File: src/rtl/rect_fill_engine.sv
// Rectangle fill engine: clips one rectangle command to the visible area and
// streams one frame-buffer pixel write per clock in row-major order.
module rect_fill_engine #(
   parameter int unsigned HEIGHT = 96,
   parameter int unsigned WIDTH  = 128
) (
   input  logic        clk,
   input  logic        resetN,
   input  logic        cmdValid,
   output logic        cmdReady,
   input  logic [6:0]  cmdX0,
   input  logic [6:0]  cmdY0,
   input  logic [6:0]  cmdX1,
   input  logic [6:0]  cmdY1,
   input  logic [2:0]  cmdColor,
   output logic        write,
   output logic [13:0] writeAddress,
   output logic [2:0]  writeData,
   output logic        busy,
   output logic        done
);

   localparam logic [6:0] YMAX = 7'(HEIGHT - 1);
   localparam logic [6:0] XMAX = 7'(WIDTH - 1);

   typedef enum logic {IDLE, FILL} state_t;

   state_t     state_q, state_d;
   logic [6:0] x_q, x_d, y_q, y_d;
   logic [6:0] x0_q, x0_d, x1_q, x1_d, y1_q, y1_d;
   logic [2:0] color_q, color_d;
   logic       write_q, write_d, busy_q, busy_d, done_q, done_d;

   logic [6:0] x1c, y1c, x_inc, y_inc;
   logic       cmd_empty;

   assign x1c       = (cmdX1 > XMAX) ? XMAX : cmdX1;
   assign y1c       = (cmdY1 > YMAX) ? YMAX : cmdY1;
   assign cmd_empty = (cmdX0 > x1c) || (cmdY0 > y1c);
   assign x_inc     = x_q + 7'd1;
   assign y_inc     = y_q + 7'd1;

   assign cmdReady     = resetN && (state_q == IDLE);
   assign write        = write_q;
   assign writeAddress = {y_q, x_q};
   assign writeData    = color_q;
   assign busy         = busy_q;
   assign done         = done_q;

   // done is registered, so it is raised on the edge that presents the last pixel
   always_comb begin
      state_d = state_q;
      x_d     = x_q;
      y_d     = y_q;
      x0_d    = x0_q;
      x1_d    = x1_q;
      y1_d    = y1_q;
      color_d = color_q;
      write_d = 1'b0;
      busy_d  = 1'b0;
      done_d  = 1'b0;
      unique case (state_q)
         IDLE: begin
            if (cmdValid && cmdReady) begin
               if (cmd_empty) begin
                  done_d = 1'b1;
               end else begin
                  state_d = FILL;
                  write_d = 1'b1;
                  busy_d  = 1'b1;
                  x_d     = cmdX0;
                  y_d     = cmdY0;
                  x0_d    = cmdX0;
                  x1_d    = x1c;
                  y1_d    = y1c;
                  color_d = cmdColor;
                  done_d  = (cmdX0 == x1c) && (cmdY0 == y1c);
               end
            end
         end
         FILL: begin
            if (x_q < x1_q) begin
               x_d     = x_inc;
               write_d = 1'b1;
               busy_d  = 1'b1;
               done_d  = (x_inc == x1_q) && (y_q == y1_q);
            end else if (y_q < y1_q) begin
               x_d     = x0_q;
               y_d     = y_inc;
               write_d = 1'b1;
               busy_d  = 1'b1;
               done_d  = (x0_q == x1_q) && (y_inc == y1_q);
            end else begin
               state_d = IDLE;
            end
         end
         default: state_d = IDLE;
      endcase
   end

   always_ff @(posedge clk or negedge resetN) begin
      if (!resetN) begin
         state_q <= IDLE;
         x_q     <= '0;
         y_q     <= '0;
         x0_q    <= '0;
         x1_q    <= '0;
         y1_q    <= '0;
         color_q <= '0;
         write_q <= 1'b0;
         busy_q  <= 1'b0;
         done_q  <= 1'b0;
      end else begin
         state_q <= state_d;
         x_q     <= x_d;
         y_q     <= y_d;
         x0_q    <= x0_d;
         x1_q    <= x1_d;
         y1_q    <= y1_d;
         color_q <= color_d;
         write_q <= write_d;
         busy_q  <= busy_d;
         done_q  <= done_d;
      end
   end

endmodule

File: config.mk
export PLATFORM = sky130hd
export DESIGN_NAME = rect_fill_engine
export DESIGN_NICKNAME = d
export VERILOG_FILES = /design/src/rtl/rect_fill_engine.sv
export SDC_FILE = /design/constraint.sdc
export NUM_CORES = 1
export LEC_CHECK = 0
export BUFFER_PORTS_ARGS = -buffer_cell sky130_fd_sc_hd__clkbuf_2
export CAP_MARGIN = 20
export CORE_MARGIN = 4
export CORE_UTILIZATION = 35
export DETAILED_ROUTE_END_ITERATION = 8
export SLEW_MARGIN = 10
export SYNTH_ARGS = -nofsm -noshare
export SYNTH_HDL_FRONTEND = slang
export SYNTH_SLANG_ARGS = --single-unit
File: constraint.sdc
create_clock -name clk -period 2.8 [get_ports clk]
set_input_delay 0.42 -clock clk [delete_from_list [all_inputs] [get_ports clk]]
set_output_delay 0.42 -clock clk [all_outputs]
set_load 0.005 [all_outputs]
==> metrics.yaml, run 1 <==
clock_tree:
  clk_pin_slew_ps: 90
  postCtsSetupRepairBufs: 0
  clkLatencyLatePin_ps: 300
  cts_max_path_buffers: 2
  cts-root-buf: "clkbuf_8"
  cts_tree: "yes"
  ctsResizeCount: 0
  postCtsHoldBufs: 0
  cts.sinks: 40
  numCtsBuffers: 5
  cts_htree_levels: 2
sta:
  timing.hold.ws_ps: 209.2
  finalSetupTns_ps: 0
  hold_viol_final: 0
  max_freq_ghz: 0.3984
  setup-violations-final: 0
  slew_viol_final: 0
  rsz0062_at_grt: "false"
  slew_headroom_pct: 64.46
  finalCriticalPeriod_ps: 2510
  fin_skew_ps: 10.19
  finalCritPeriodShare_pct: 89.65
  tightest_slew_ps: 533.2
synth:
  syn_nets: 366
  syn-cell-area_um2: 2875
  ys_warn_count: 0
  synth-main-ff-cell: "dfrtp_1"
  synth_cells: 302
  avgSynthCellArea_um2: 9.521
  synthArstFlopShare_pct: 100.0
  synth_edf_count: 0
  seq_area_frac_synth_pct: 34.81
  synth_seq_cells: 40
  yosysUniqueCellTypes: 48
cells_and_area:
  layout_commonest_cell: "clkbuf_2"
  areaGrowthSynthToFinish_pct: 16.97
  drive_gt1_share_pct: 26.80
  layout_common_cells: "clkbuf_2, dfrtp_1, ha_1"
  design_area_um2: 3363
  fin_nets: 425
  n_antenna_cell: 0
  fin_cells: 464
power:
  finalPower_mw: 3.937
  ir_drop_uv: 275.8
  p_leak_nw: 1.613
  power_density_nw_per_um2: 1171
routing:
  vias_per_cell: 5.026
  dr.first_iter.drc_count: 98
  wl_um: 7004
  firstDrtPassIters: 4
  vias: 2332
  postRouteAntennaNets: 0
  drc: 0
  wl_per_cell_um: 15.09
die:
  die_height_um: 98.64
  ios: 55
  initial_core_util_pct: 36.64
  rows: 32
  core_area_um2: 7848
  dieArea_um2: 9729
  die_w_um: 98.64
global_route:
  globalRouteOverflowTotal: 0
  grt_usage_pct: 14.92
  grt_pass1_vias: 2405
  antenna_found_initial: 0
  grt_max_degree: 41
  grt_pass1_wl_um: 11760
setup_path:
  startpoint_type: "register"
  crit_type: "reg2reg"
  cp-end-kind: "register"
  path_max_fanout: 7
  arrival_ps: 2700
  crit_required_ps: 2990
placement:
  dpl.hpwl_um: 5679
  portBuffers: 54
  dpl_cell_area_um2: 3271
  gp_congestion: 0.8770
  dp.cells: 456
status:
  status: "finished, final reports clean"
run:
  max_cap_viol_count: 0
worst_hold_path:
  hold_path.class: "in2async"
-- cell type report --
cell class,instances,area (um^2)
Clock buffer,5,68.82
Clock inverter,3,23.77
Fill cell,791,4484
Inverter,26,97.59
Multi-Input combinational cell,227,1722
Sequential cell,40,1001
Tap cell,102,127.6
Timing Repair Buffer,61,322.8
-- final timing paths --
check / from / endpoint / slack (ps) / cells past startpoint
worst min-delay path: resetN / y_q[4]$_DFFE_PN0P_ / 210 / 2
worst max-delay path: y_q[5]$_DFFE_PN0P_ / y_q[1]$_DFFE_PN0P_ / 290 / 7
worst max register to register: y_q[5]$_DFFE_PN0P_ / y_q[1]$_DFFE_PN0P_ / 290 / 7
worst min register to register: writeData[1]$_DFFE_PN0P_ / writeData[1]$_DFFE_PN0P_ / 510 / 1
max in group asynchronous: resetN / y1_q[2]$_DFFE_PN0P_ / 2210 / 2
min in group clk: cmdColor[1] / writeData[1]$_DFFE_PN0P_ / 340 / 2
-- cell usage after synthesis (6+ instances only) --
library cell | number | area (um^2)
nor2_1 | 7 | 26.28
o21ai_0 | 20 | 100.1
nand2_1 | 26 | 97.59
nand3_1 | 7 | 35.03
inv_1 | 25 | 93.84
and3_1 | 8 | 50.05
a21oi_1 | 20 | 100.1
dfrtp_1 | 40 | 1001
mux2_2 | 18 | 202.7
nor3_1 | 6 | 30.03
xnor2_1 | 24 | 210.2
ha_1 | 30 | 375.4
-- through the flow --
stage | utilization (%) | worst slack (ps)
final | 42.86 | 289.9
after global routing | 42.86 | 224.6
after CTS | 42.86 | 302.1
after detailed placement | 41.68 | 244.0
after global placement | 41.68 | 293.5
after floorplan | - | 467.2
-- logic make-up after synthesis --
kind of cell | share of synthesized area (%)
and+or+nand+nor | 17.02
AOI/OAI and AO/OA | 11.79
DFF | 34.81
buffers and inverters | 5.309
adders and majority gates | 13.05
xor gates and xnor gates | 8.834
muxes | 9.182
-- power breakdown --
part	internal, mW	switching [mW]
Clock	0.177	0.229
Combinational	1.20	1.10
Sequential	0.869	0.363
-- critical path, cell delays in order, from the launching register on --
cell      delay (ps)
dfrtp_1          470
ha_1             340
a21oi_1          170
nor2b_1           70
a2111o_1         410
or3_2            470
nand2_2          140
mux2_1           330
-- routing by layer --
layer / track usage (%) / routed length (um) / share of wire (%) / up-vias
li1: - / - / - / 1187
met4: 3.782 / 79 / 1.1 / 0
met3: 1.840 / 185 / 2.6 / 7
met2: 25.01 / 3282 / 47 / 38
met1: 20.48 / 3456 / 49 / 1100
met5: 0 / 0 / 0 / -
-- sequential cells by signal, indices dropped and copies added (netlist names) --
register	cells
x1_q	7
x_q	7
x0_q	7
y_q	7
done	1
writeData	3
busy	1
y1_q	7
No activity file was read; power rests on OpenSTA's default activity.
==> inputs of run 2 (changes only) <==
==> constraint.sdc (replaced) <==
create_clock -name clk -period 2.8 [get_ports clk]
set_input_delay 0.14 -clock clk [delete_from_list [all_inputs] [get_ports clk]]
set_output_delay 0.14 -clock clk [all_outputs]
set_load 0.005 [all_outputs]
==> run 2 against run 1 <==
Net effect: the flow now finishes with violations (hold timing); design area up 0.78%; setup slack worse by 5.5 ps; clock power rose by 19%; register-to-register slack about the same; core utilization up 0.33 points; worst hold slack got worse by 240 ps; total power grew 2.6%; maximum frequency decreased by 0.22%; clock skew about the same; critical path depth did not move; critical path type unchanged; critical endpoint unchanged; largest cell class unchanged; highest routed layer unchanged.
==> metrics.yaml, run 2 (synthesized netlist as in run 1, its figures left out) <==
status:
  status: "complete, but fails checks"  # was finished, final reports clean
  failed_checks: "hold timing"
placement:
  portBuffers: 54  # unchanged
  dpl.hpwl_um: 5683  # was 5679 um
  gp_congestion: 0.8202  # was 0.8770
clock_tree:
  cts_htree_levels: 2  # unchanged
  cts_tree: "yes"  # unchanged
  numCtsBuffers: 5  # unchanged
  cts.sinks: 40  # unchanged
  clk_pin_slew_ps: 90  # about the same
  postCtsSetupRepairBufs: 0  # unchanged
  ctsResizeCount: 0  # unchanged
  postCtsHoldBufs: 0  # unchanged
  cts_max_path_buffers: 2  # unchanged
  clkLatencyLatePin_ps: 300  # about the same
  cts-root-buf: "clkbuf_8"  # unchanged
routing:
  drc: 0  # unchanged
  dr.first_iter.drc_count: 99  # was 98
  vias_per_cell: 4.987  # was 5.026
  wl_per_cell_um: 14.96  # was 15.09 um
  postRouteAntennaNets: 0  # unchanged
  firstDrtPassIters: 4  # unchanged
  wl_um: 6956  # was 7004 um
  vias: 2319  # was 2332
die:
  initial_core_util_pct: 36.64  # unchanged
  ios: 55  # unchanged
  dieArea_um2: 9729  # unchanged
  die_w_um: 98.64  # unchanged
  die_height_um: 98.64  # unchanged
  core_area_um2: 7848  # unchanged
  rows: 32  # unchanged
global_route:
  grt_max_degree: 41  # unchanged
  globalRouteOverflowTotal: 0  # unchanged
  grt_pass1_vias: 2368  # was 2405
  antenna_found_initial: 0  # unchanged
  grt_pass1_wl_um: 11800  # was 11760 um
  grt_usage_pct: 15.15  # was 14.92%
sta:
  slew_viol_final: 0  # unchanged
  finalSetupTns_ps: 0  # unchanged
  finalCritPeriodShare_pct: 89.84  # was 89.65%
  fin_skew_ps: 10.51  # was 10.19 ps
  finalCriticalPeriod_ps: 2516  # was 2510 ps
  tightest_slew_ps: 523.1  # was 533.2 ps
  hold_viol_final: 40  # was 0
  max_freq_ghz: 0.3975  # was 0.3984 GHz
  timing.hold.ws_ps: -29.57  # was 209.2 ps
  rsz0062_at_grt: "false"  # unchanged
  slew_headroom_pct: 65.13  # was 64.46%
  setup-violations-final: 0  # unchanged
run:
  max_cap_viol_count: 0  # unchanged
setup_path:
  path_max_fanout: 7  # unchanged
  arrival_ps: 2690  # was 2700 ps
  r2r_slack_ps: 280  # was 290 ps
  reg2reg_depth: 7  # unchanged
  r2r_start: "y_q[5]$_DFFE_PN0P_"  # unchanged
  r2r-end: "y_q[1]$_DFFE_PN0P_"  # unchanged
  crit_required_ps: 2980  # was 2990 ps
  crit_start: "y_q[5]$_DFFE_PN0P_"  # unchanged
  crit_type: "reg2reg"  # unchanged
  startpoint_type: "register"  # unchanged
  cp-end-kind: "register"  # unchanged
cells_and_area:
  nFillCells: 817  # was 791
  areaGrowthSynthToFinish_pct: 17.89  # was 16.97%
  layout_commonest_cell: "clkbuf_2"  # unchanged
  fin_nets: 426  # was 425
  layout_common_cells: "clkbuf_2, dfrtp_1, ha_1"  # unchanged
  drive_gt1_share_pct: 27.00  # was 26.80%
  fin_util_pct: 43.19  # was 42.86%
  n_antenna_cell: 0  # unchanged
worst_hold_path:
  hold_path.class: "in2async"  # unchanged
power:
  ir_drop_uv: 302.5  # was 275.8 uV
  p_leak_nw: 1.631  # was 1.613 nW
  switchingPower_mw: 1.684  # was 1.695 mW
  combPwrFrac_pct: 57.8  # was 58.4%
  power_density_nw_per_um2: 1191  # was 1171 nW/um^2
  swShare_pct: 41.70  # was 43.05%
  seqPwrFrac_pct: 30.2  # was 31.3%
  intPower_mw: 2.354  # was 2.242 mW
  clkPwrFrac_pct: 12.0  # was 10.3%
[run 2: cell count changes in the layout (fill, tap and decap cells not counted)]
cell        previous run  this run
bufinv_16              0         1
clkinv_2               0         1
clkinv_4               1         0
buf_4                  7         8
clkinvlp_4             2         1
[run 2: how the worst max path moves through the flow]
stage and endpoint:
3_5_place_dp y_q[1]$_DFFE_PN0P_, 2_1_floorplan y_q[1]$_DFFE_PN0P_, 5_1_grt y_q[1]$_DFFE_PN0P_, 6_report y_q[1]$_DFFE_PN0P_, 3_3_place_gp y_q[1]$_DFFE_PN0P_, 4_1_cts y_q[1]$_DFFE_PN0P_
[run 2: power groups by stage]
stage	Sequential [mW]	Combinational [mW]	Clock, mW
5_1_grt	1.27	2.64	0.526
2_1_floorplan	1.16	1.76	0
6_report	1.22	2.33	0.485
3_3_place_gp	1.22	2.31	0
3_5_place_dp	1.23	2.35	0
4_1_cts	1.22	2.36	0.500
[run 2: area by class of cell]
type                    instances  area [um^2]  share of cell area [%]
multi-input cells             227         1722                   50.79
repair buffers                 62        330.3                   9.745
clock buffers                   5        68.82                   2.030
flip-flops and latches         40         1001                   29.53
inverters                      26        97.59                   2.879
clock inverters                 3        42.54                   1.255
well taps                     102        127.6                   3.765
[run 2: metal layers]
layer	vias to the layer above	track usage (%)	share of wire, %
met1	1087	20.89	49
met3	8	2.406	2.9
met2	35	24.75	47
met4	0	4.097	1.3
met5	-	0	0
li1	1189	-	-
[run 2: worst max-delay path: stages (launching register included)]
cell and delay (ps):
dfrtp_1 460, ha_1 350, a21oi_1 160, nor2b_1 60, a2111o_1 410, or3_2 470, nand2_2 160, mux2_1 330
[run 2: per-stage QoR]
stage / instances / setup WS [ps] / power [mW] / area (um^2)
2_1_floorplan: 302 / 467.2 / 2.915 / 2875
3_3_place_gp: 457 / 324.1 / 3.526 / 3278
3_5_place_dp: 457 / 294.9 / 3.581 / 3278
4_1_cts: 465 / 276.1 / 4.083 / 3390
5_1_grt: 465 / 204.9 / 4.429 / 3390
6_report: 465 / 284.4 / 4.038 / 3390
